## config.mk

```make
export PLATFORM = sky130hd
export DESIGN_NAME = dpe_operand_loader
export DESIGN_NICKNAME = d
export VERILOG_FILES = /design/src/rtl/dpe_pkg.sv /design/src/rtl/dpe_lane_decoder.sv /design/src/rtl/dpe_operand_loader.sv
export SDC_FILE = /design/constraint.sdc
export NUM_CORES = 1
export LEC_CHECK = 0
export BUFFER_PORTS_ARGS = -buffer_cell sky130_fd_sc_hd__clkbuf_2
export CAP_MARGIN = 20
export CORE_MARGIN = 2
export CORE_UTILIZATION = 45
export CTS_CLUSTER_SIZE = 12
export DETAILED_ROUTE_END_ITERATION = 8
export MAX_ROUTING_LAYER = met4
export PLACE_DENSITY = 0.75
export RECOVER_POWER = 50
export SLEW_MARGIN = 20
export SYNTH_ARGS = -nofsm -noshare
export SYNTH_HDL_FRONTEND = slang
export SYNTH_SLANG_ARGS = --single-unit
```

## constraint.sdc

```tcl
create_clock -name clk -period 1.44 [get_ports clk]
set_clock_uncertainty 0.05 [all_clocks]
set_input_delay 0.288 -clock clk [delete_from_list [all_inputs] [get_ports clk]]
set_output_delay 0.288 -clock clk [all_outputs]
set_load 0.03 [all_outputs]
```

## src/rtl/dpe_pkg.sv

```systemverilog
// Shared types and constants for the dot-product engine operand loader.
// The optional WAIT watchdog is enabled by defining DPE_LOADER_TIMEOUT_EN.
package dpe_pkg;

    localparam int LANES_DEFAULT   = 64;
    localparam int W_WORDS_DEFAULT = 32;

    localparam logic [2:0] DT_INT8 = 3'd2;

    typedef enum logic [2:0] {
        ST_IDLE   = 3'd0,
        ST_LOAD_X = 3'd1,
        ST_LOAD_W = 3'd2,
        ST_START  = 3'd3,
        ST_WAIT   = 3'd4
    } dpe_state_e;

    // Clamp a requested x length to the number of lanes actually present.
    function automatic logic [6:0] sat_x_len(input logic [6:0] len, input logic [6:0] max_len);
        return (len > max_len) ? max_len : len;
    endfunction

endpackage

```

## src/rtl/dpe_lane_decoder.sv

```systemverilog
// Lane index to one-hot write-enable decoder for the x-vector BRAM lanes.
module dpe_lane_decoder
    import dpe_pkg::*;
#(
    parameter int LANES = LANES_DEFAULT,
    parameter int IDX_W = 6
) (
    input  logic             en,
    input  logic [IDX_W-1:0] idx,
    output logic [LANES-1:0] onehot
);

    generate
        for (genvar gi = 0; gi < LANES; gi++) begin : g_lane
            assign onehot[gi] = en && (idx == IDX_W'(gi));
        end
    endgenerate

endmodule

```

## src/rtl/dpe_operand_loader.sv

```systemverilog
// Streams x elements into the engine's lane BRAMs and weight words to the engine,
// then starts the engine and waits for completion. Define DPE_LOADER_TIMEOUT_EN for a WAIT watchdog.
module dpe_operand_loader
    import dpe_pkg::*;
#(
    parameter int LANES    = LANES_DEFAULT,
    parameter int W_WORDS  = W_WORDS_DEFAULT,
    parameter int WD_LIMIT = 1024
) (
    input  logic             clk,
    input  logic             rst,
    input  logic             go,
    input  logic [6:0]       cfg_x_len,
    input  logic [3:0]       cfg_x_addr,
    input  logic [2:0]       cfg_data_type,
    input  logic             x_valid,
    output logic             x_ready,
    input  logic [31:0]      x_data,
    input  logic             w_valid,
    output logic             w_ready,
    input  logic [15:0]      w_data,
    output logic [LANES-1:0] x_wr_en,
    output logic [31:0]      x_wr_data,
    output logic [3:0]       x_wr_addr,
    output logic [15:0]      weight_element,
    output logic [2:0]       data_type,
    output logic             eng_start,
    input  logic             eng_done,
    output logic             busy,
    output logic             row_done,
    output logic             err
);

    localparam int LANE_W = (LANES > 1) ? $clog2(LANES) : 1;
    localparam int WCNT_W = $clog2(W_WORDS + 1);
    localparam logic [6:0]        LEN_MAX = 7'(LANES);
    localparam logic [WCNT_W-1:0] W_LAST  = WCNT_W'(W_WORDS - 1);

    dpe_state_e        state_q, state_d;
    logic [6:0]        len_q, len_d;
    logic [3:0]        addr_q, addr_d;
    logic [2:0]        dt_q, dt_d;
    logic [6:0]        xcnt_q, xcnt_d;
    logic [WCNT_W-1:0] wcnt_q, wcnt_d;
    logic [6:0]        go_len;

    logic              x_ready_c, w_ready_c, eng_start_c, row_done_d;
    logic              x_fire, w_fire, wd_expired;
    logic [LANES-1:0]  lane_onehot;

    logic [LANES-1:0]  x_wr_en_q;
    logic [31:0]       x_wr_data_q;
    logic [3:0]        x_wr_addr_q;
    logic [15:0]       weight_q;
    logic              row_done_q;
    logic              err_c;

    assign go_len = sat_x_len(cfg_x_len, LEN_MAX);
    assign x_fire = x_ready_c && x_valid;
    assign w_fire = w_ready_c && w_valid;

    dpe_lane_decoder #(
        .LANES (LANES),
        .IDX_W (LANE_W)
    ) u_lane_decoder (
        .en     (x_fire),
        .idx    (xcnt_q[LANE_W-1:0]),
        .onehot (lane_onehot)
    );

`ifdef DPE_LOADER_TIMEOUT_EN
    localparam int WD_W = $clog2(WD_LIMIT + 1);
    localparam logic [WD_W-1:0] WD_LAST = WD_W'(WD_LIMIT - 1);

    logic [WD_W-1:0] wd_q, wd_d;
    logic            err_q;

    // Counts cycles spent in WAIT; cleared whenever the FSM is elsewhere.
    assign wd_d       = (state_q == ST_WAIT) ? wd_q + 1'b1 : '0;
    assign wd_expired = (state_q == ST_WAIT) && !eng_done && (wd_q == WD_LAST);

    always_ff @(posedge clk) begin
        if (rst) begin
            wd_q  <= '0;
            err_q <= 1'b0;
        end else begin
            wd_q  <= wd_d;
            err_q <= wd_expired;
        end
    end

    assign err_c = err_q;
`else
    logic unused_wd_limit;

    assign unused_wd_limit = (WD_LIMIT != 0);
    assign wd_expired      = 1'b0;
    assign err_c           = 1'b0;
`endif

    always_comb begin
        state_d     = state_q;
        len_d       = len_q;
        addr_d      = addr_q;
        dt_d        = dt_q;
        xcnt_d      = xcnt_q;
        wcnt_d      = wcnt_q;
        x_ready_c   = 1'b0;
        w_ready_c   = 1'b0;
        eng_start_c = 1'b0;
        row_done_d  = 1'b0;
        case (state_q)
            ST_IDLE: begin
                if (go) begin
                    len_d   = go_len;
                    addr_d  = cfg_x_addr;
                    dt_d    = cfg_data_type;
                    xcnt_d  = '0;
                    wcnt_d  = '0;
                    // A zero length keeps the x vector already resident in the lanes.
                    state_d = (go_len == 7'd0) ? ST_LOAD_W : ST_LOAD_X;
                end
            end
            ST_LOAD_X: begin
                x_ready_c = 1'b1;
                if (x_valid) begin
                    xcnt_d = xcnt_q + 7'd1;
                    if (xcnt_q == len_q - 7'd1) begin
                        state_d = ST_LOAD_W;
                    end
                end
            end
            ST_LOAD_W: begin
                w_ready_c = 1'b1;
                if (w_valid) begin
                    wcnt_d = wcnt_q + 1'b1;
                    if (wcnt_q == W_LAST) begin
                        state_d = ST_START;
                    end
                end
            end
            ST_START: begin
                eng_start_c = 1'b1;
                state_d     = ST_WAIT;
            end
            ST_WAIT: begin
                if (eng_done) begin
                    row_done_d = 1'b1;
                    state_d    = ST_IDLE;
                end else if (wd_expired) begin
                    state_d = ST_IDLE;
                end
            end
            default: state_d = ST_IDLE;
        endcase
    end

    always_ff @(posedge clk) begin
        if (rst) begin
            state_q     <= ST_IDLE;
            len_q       <= '0;
            addr_q      <= '0;
            dt_q        <= '0;
            xcnt_q      <= '0;
            wcnt_q      <= '0;
            x_wr_en_q   <= '0;
            x_wr_data_q <= '0;
            x_wr_addr_q <= '0;
            weight_q    <= '0;
            row_done_q  <= 1'b0;
        end else begin
            state_q    <= state_d;
            len_q      <= len_d;
            addr_q     <= addr_d;
            dt_q       <= dt_d;
            xcnt_q     <= xcnt_d;
            wcnt_q     <= wcnt_d;
            x_wr_en_q  <= lane_onehot;
            row_done_q <= row_done_d;
            if (x_fire) begin
                x_wr_data_q <= x_data;
                x_wr_addr_q <= addr_q;
            end
            if (w_fire) begin
                weight_q <= w_data;
            end
        end
    end

    // Outputs are forced low for the whole time reset is held, even mid-row.
    assign x_ready        = !rst && x_ready_c;
    assign w_ready        = !rst && w_ready_c;
    assign eng_start      = !rst && eng_start_c;
    assign busy           = !rst && (state_q != ST_IDLE);
    assign row_done       = !rst && row_done_q;
    assign err            = !rst && err_c;
    assign x_wr_en        = rst ? '0 : x_wr_en_q;
    assign x_wr_data      = rst ? '0 : x_wr_data_q;
    assign x_wr_addr      = rst ? '0 : x_wr_addr_q;
    assign weight_element = rst ? '0 : weight_q;
    assign data_type      = rst ? '0 : dt_q;

endmodule

```

==> metrics.yaml, run 1 <==
drt_pre_antenna_iters: 4
fin_crit_ps: 1810
area_growth_pct: 81.9
n_antenna_cell: 0
met3_usage: 0.0656
avgSynthCellArea_sq_um: 8.14
routed_wirelength_um: 21600
final_cell_mix: "dfxtp_1, buf_4, nand2_1, clkbuf_2, nor2b_1"
clk_pin_slew_ps: 70
antenna_found_initial: 0
grt_util_all_layers: 0.266
drt_iter0_drc: 330
die_h_um: 118
synthFlopType: "dfxtp_1"
grt_pass1_wl_um: 28800
dieWidth_um: 118
worst_r2r_path_depth: 6
clock-sinks: 147
fmax_mhz: 551
crit_path_start_kind: "register"
final_common_cell: "dfxtp_1"
postSynthCellCount: 723
fp.coreArea_sq_um: 12700
maxCapViolations: 0
clock_latency_ps: 430
placementRows: 41
required_ps: 1700
hp-class: "in -> reg"
hold_buffers: 0
nFillCells: 683
antenna_left: 0
violations: "negative setup slack"
crit_type: "reg -> reg"
path_max_fanout: 4
cp_data_arrival_time_ps: 2070
ys_seq_area_frac: 0.500
synth-seq-cells: 147
finalMaxSlewViolations: 0
end_kind: "register"
p_leak_nw: 4.36
grt_max_degree: 23
status: "finished, violations left"
use_met1: 0.296
async_flop_share: 0
num-nets-final: 1080
grt_pass1_vias: 5817
grt_busiest_layer: "met2"
syn_nets: 797
clockBufferDepth: 2
cts_root_buf: "clkbuf_16"
report.final.hold_viol_count: 0
route.vias.total: 6207
drt-vias-per-instance: 5.22
hpwl_um: 10600
finalSetupViolCount: 153
met2_usage: 0.450
yosysWarnings: 0
io_buffers: 191
cellPowerDensity_nw_per_um2: 1160
cts_made_buffers: 17
holdPathStages: 3
place_area_sq_um: 7750
htree_levels: 4
drt_drc_violations_left: 0
fin_ws_ps: -374
power.total_mw: 12.5
drive_above_1_share: 0.617
dieArea_sq_um: 14000
initial_utilization: 0.463
drt-wirelength-per-cell_um: 18.2
peakVddDrop_v: 0.000979
synth_enable_flop_cells: 0
ys_types: 46
fin_setup_tns_ps: -33660
grt_setup_unrepaired: "yes"
ios: 193
synth_area_sq_um: 5890
cts_tree: "done"
gp_congestion: 0.849
timing.final.crit_share: 1.26
overflow: 0
stdcell_area_sq_um: 10700
[layout make-up]
| type | instances | area (sq um) | area share |
|---|---|---|---|
| inverters | 6 | 32.5 | 0.00304 |
| well taps | 172 | 215 | 0.0201 |
| multi-input cells | 519 | 4040 | 0.377 |
| clock buffers | 20 | 447 | 0.0417 |
| flip-flops and latches | 147 | 2990 | 0.279 |
| repair buffers | 315 | 2840 | 0.265 |
| clock inverters | 11 | 153 | 0.0143 |
[state kept, by name, summed over array words and instances (netlist names), 3 cells and up]
| name | count |
|---|---|
| x_wr_data_q | 32 |
| x_wr_en_q | 64 |
| xcnt_q | 7 |
| state_q | 3 |
| weight_q | 16 |
| x_wr_addr_q | 4 |
| addr_q | 4 |
| len_q | 7 |
| dt_q | 3 |
| wcnt_q | 6 |
[cells in the mapped netlist, types with 2 or more instances]
cell,number,share of area
ha_1,6,0.013
xnor2_1,8,0.012
o21ai_0,2,0.0017
nor3_1,6,0.0051
buf_4,3,0.0038
nor4_1,3,0.0032
nand2_1,149,0.095
nor4b_1,2,0.0030
nand4bb_1,2,0.0038
xor2_1,8,0.012
a21oi_1,74,0.063
a31oi_1,2,0.0021
nand4_1,3,0.0032
nand2b_1,6,0.0064
buf_2,6,0.0051
nor2b_1,122,0.13
nand3b_1,7,0.0089
buf_1,3,0.0019
nand3_1,10,0.0085
clkbuf_1,39,0.025
dfxtp_1,147,0.50
nor2_1,86,0.055
inv_1,6,0.0038
[final timing paths]
check / startpoint / slack, ps / to
min: x_data[20] / 20 / x_wr_data_q[20]
max reg2reg: state_q[1] / -370 / wcnt_q[5]
min reg2reg: x_wr_data_q[24] / 400 / x_wr_data_q[24]
max: state_q[1] / -370 / wcnt_q[5]
[per-layer routing]
layer	part of all wire	wire length (um)
met1	0.38	8160
met2	0.53	11500
met3	0.051	1100
met4	0.041	890
met5	0	0
[where the power goes]
part / switching [mW] / total, mW / leakage [nW] / internal, mW
clock network: 1.79 / 4.56 / 0.283 / 2.77
logic: 1.75 / 3.48 / 2.87 / 1.73
registers: 0.156 / 4.43 / 1.20 / 4.27
[worst max-delay path, cell delays in order, from the launching register on]
cell	delay, ps
dfxtp_4	360
buf_6	120
or4b_4	600
a21oi_4	210
nand3_2	100
xor2_1	190
nor2_1	80
[through the flow]
step | cells | hold slack [ps] | setup slack, ps | utilization
4_1_cts | 1173 | 12.8 | -265 | 0.749
3_3_place_gp | 1108 | 383 | -165 | 0.609
6_report | 1190 | 19.5 | -374 | 0.842
2_1_floorplan | 723 | 374 | -184 | -
3_5_place_dp | 1108 | 389 | -197 | 0.609
5_1_grt | 1190 | 20.6 | -389 | 0.842
[repair_timing]
| action | 4_1_cts | 5_1_grt |
|---|---|---|
| gates resized for setup | 198 | 469 |
| cloned | 13 | 5 |
| pin swaps | 55 | 73 |
| setup endpoints to repair | 175 | 248 |
| setup buffers | 21 | 20 |
[cells by family after synthesis]
logic type,Yosys count,share of synthesized area
buffers and inverters,57,0.0395
AND/OR/NAND/NOR,408,0.343
multiplexers,1,0.00170
XOR/XNOR,16,0.0238
adder cells (fa/ha/maj),6,0.0127
AO/OA/AOI/OAI,87,0.0791
other,1,0.000637
flip-flops,147,0.500
(Power assumes the default switching activity.)
==> run 2, diff against run 1 <==
--- a/config.mk
+++ b/config.mk
@@ -10,4 +10,5 @@
 export CORE_MARGIN = 2
 export CORE_UTILIZATION = 45
+export CTS_BUF_LIST = sky130_fd_sc_hd__clkbuf_2
 export CTS_CLUSTER_SIZE = 12
 export DETAILED_ROUTE_END_ITERATION = 8
@@ -15,4 +16,5 @@
 export PLACE_DENSITY = 0.75
 export RECOVER_POWER = 50
+export SETUP_SLACK_MARGIN = 0.05
 export SLEW_MARGIN = 20
 export SYNTH_ARGS = -nofsm -noshare
==> constraint.sdc (replaced) <==
create_clock -name clk -period 1.44 [get_ports clk]
set_clock_uncertainty 0.05 [all_clocks]
set_input_delay 0.072 -clock clk [delete_from_list [all_inputs] [get_ports clk]]
set_output_delay 0.072 -clock clk [all_outputs]
set_load 0.03 [all_outputs]
==> metrics.yaml, run 2 <==
status: "did not finish"
lastStage: "5_1_grt"
firstError: "[ERROR GRT-0232] Routing congestion too high. Check the congestion heatmap in the GUI."
synth_enable_flop_cells: 0  # unchanged
die_h_um: 118  # unchanged
io_buffers: 191  # unchanged
placementRows: 41  # unchanged
yosysMostFrequentCell: "nand2_1"
grt_max_degree: 32
avgSynthCellArea_sq_um: 8.14  # unchanged
clock-sinks: 147  # unchanged
syn_nets: 797  # unchanged
synth_top_area_frac: 0.500  # unchanged
synth-seq-cells: 147  # unchanged
yosysWarnings: 0  # unchanged
gp_congestion: 0.814  # -4.1%
postSynthCellCount: 723  # unchanged
dieWidth_um: 118  # unchanged
synth_area_sq_um: 5890  # unchanged
ios: 193  # unchanged
synthFlopType: "dfxtp_1"
ys_top_cells_by_area: "dfxtp_1, nor2b_1, nand2_1"
ys_seq_area_frac: 0.500  # unchanged
htree_levels: 4  # unchanged
ys_types: 46  # unchanged
crit_endpoint: "x_ready"
worstEpCategory: "output port"
async_flop_share: 0  # unchanged
overflow: 54
initial_utilization: 0.463  # unchanged
clockBufferDepth: 2  # unchanged
grt_util_all_layers: 0.732
cts_root_buf: "clkbuf_2"
yosys.area.top_type: "dfxtp_1"
cts_made_buffers: 17  # unchanged
hpwl_um: 10200  # -3.8%
synth_common_cells: "nand2_1, dfxtp_1, nor2b_1"
antenna_found_initial: 8
-- run 2: cell counts after synthesis --
No cell type changed its count.
-- run 2: what timing repair did --
item	CTS
pin swaps	14
cloned	4
endpoints found under the hold margin	147
hold buffers	129
setup endpoints to repair	270
resized for setup	343
buffers inserted	20
-- run 2: metrics by stage --
stage | cell area, sq um | worst slack, ps | std cells
floorplan | 5990 | -113 | 723
global placement | 7440 | -137 | 1097
detailed placement | 7440 | -210 | 1097
CTS | 10300 | -530 | 1282
-- run 2: cells by family after synthesis --
group           synth area share
other cells             0.000637
simple gates               0.343
mux                      0.00170
flops                      0.500
compound gates            0.0791
xor+xnor                  0.0238
buf+inv                   0.0395
fa+ha+maj                 0.0127
-- run 2: layer usage --
| layer | GRT overflow | track usage |
|---|---|---|
| met5 | - | - |
| met4 | 28 | 0.783 |
| met3 | 1 | 0.558 |
| met2 | 24 | 0.911 |
| met1 | 1 | 0.670 |
==> run 3, diff against run 2 <==
Settings changed: CORE_UTILIZATION 45 to 30, CTS_BUF_LIST sky130_fd_sc_hd__clkbuf_2 to unset, CTS_CLUSTER_SIZE 12 to unset, MAX_ROUTING_LAYER met4 to unset, PLACE_DENSITY 0.75 to unset, PLACE_DENSITY_LB_ADDON set to 0.15, SETUP_SLACK_MARGIN 0.05 to unset.
Clock period 1.44 ns to 1.87 ns, I/O delays scaled along.
==> metrics.yaml, run 3 (synthesis gave the netlist of run 1 again) <==
antenna_left: 0
holdPathStages: 4
drt-vias-per-instance: 4.30
end_kind: "register"
cts_made_buffers: 17  # unchanged
drt-wirelength-per-cell_um: 12.8
die_h_um: 144  # +22%
slowest_delay_ps: 370
place_area_sq_um: 7200  # -3.2%
grt_setup_unrepaired: "no"
route.vias.total: 5371
cts_tree: "done"
largest_register_ffs: 64
gp_congestion: 0.797  # -2.1%
multi_input_area_sq_um: 2730
slowest_stage: "dfxtp_1"
post_cts_buffers: 0  # -100%
worst_r2r_path_depth: 7
dieArea_sq_um: 20800
grt_max_degree: 67
crit_start: "len_q[1]"
routed_wirelength_um: 16000
crit_path_start_kind: "register"
final_cell_mix: "nand2_1, dfxtp_1, nor2b_1, clkbuf_2, nor2_1"
drt_iter0_drc: 180
dieWidth_um: 144  # +22%
grt_pass1_wl_um: 25400
path_max_fanout: 6
cp_data_arrival_time_ps: 2090
antenna_found_initial: 0
utilization: 0.429
cts_root_buf: "clkbuf_16"
finalSetupViolCount: 0
fin_setup_tns_ps: 0
tightestPinTransition_ps: 768
hpwl_um: 11000  # +8.0%
top_register: "x_wr_en_q"
grt_util_all_layers: 0.154
worstReg2RegStart: "len_q[1]"
layout.area.seq_sq_um: 2940
clockBufferDepth: 2  # unchanged
required_ps: 2150
initial_utilization: 0.305  # -0.158
report.final.hold_viol_count: 0
area_growth_pct: 40.9
placementRows: 51  # +24%
crit_type: "reg -> reg"
peakVddDrop_v: 0.000677
fp.coreArea_sq_um: 19300
hold_path_startpoint: "w_valid"
overflow: 0
finalMaxSlewViolations: 0
path_cells: "inv_1 -> ha_1 -> nand2b_1 -> a21o_1 -> a31oi_1 -> o31ai_2 -> a311oi_1"
htree_levels: 4  # unchanged
drive_above_1_share: 0.181
final_common_cell: "nand2_1"
drt_pre_antenna_iters: 4
stdcell_area_sq_um: 8300
n_antenna_cell: 0
drt_drc_violations_left: 0
cellPowerDensity_nw_per_um2: 966
maxSlewHeadroom: 0.488
status: "finished, final reports clean"
reg_top3: "x_wr_en_q: 64 flops, x_wr_data_q: 32 flops, weight_q: 16 flops"
p_leak_nw: 3.24
maxCapViolations: 0
ios: 193  # unchanged
clock_latency_ps: 420
hp-class: "in -> reg"
fin_crit_ps: 1810
io_buffers: 191  # unchanged
clock-sinks: 147  # unchanged
timing.final.crit_share: 0.968
num-nets-final: 1045
worst_hold_slack_ps: 119
fmax_mhz: 552
clk_pin_slew_ps: 70
nFillCells: 2038
power.total_mw: 8.01
grt_pass1_vias: 4994
## run 3: worst paths after layout
path                                        end  slack [ps]
worst max-delay path                 state_q[0]          60
worst min register to register  x_wr_data_q[21]         400
worst max register to register       state_q[0]          60
worst min-delay path                  wcnt_q[1]         120
## run 3: worst max-delay path, delay by kind of cell (launching register included)
family	cells	cell delay, ps
buffers and inverters	1	60
DFF	1	370
adders and majority gates	1	230
and+or+nand+nor	1	180
AOI/OAI and AO/OA	4	830
## run 3: report_power, final
group,internal (mW),switching [mW],leakage [nW]
Clock,1.90,1.50,0.287
Sequential,3.27,0.0816,1.19
Combinational,0.493,0.769,1.76
Total,5.67,2.35,3.24
## run 3: per-stage QoR
stage	setup slack (ps)	cells
4_1_cts	15.5	1249
5_1_grt	3.54	1249
3_5_place_dp	31.5	1154
3_3_place_gp	105	1154
6_report	59.7	1249
2_1_floorplan	275	723
## run 3: cell type report
type,instances,share of cell area
Sequential cell,147,0.355
Timing Repair Buffer,280,0.203
Tap cell,265,0.0400
Clock inverter,15,0.0192
Inverter,6,0.00271
Multi-Input combinational cell,519,0.329
Clock buffer,17,0.0513
## run 3: layer usage
metal | part of all wire | vias to the layer above | global-route usage
met4 | 0.012 | 0 | 0.0511
met5 | 0 | - | 0
met2 | 0.45 | 137 | 0.241
li1 | - | 2801 | -
met3 | 0.059 | 14 | 0.0404
met1 | 0.48 | 2419 | 0.206
## run 3: timing repair
item,in CTS,in global routing
endpoints found under the setup margin,0,4
gates resized for setup,0,3
endpoints found under the hold margin,63,0
hold buffers,63,0
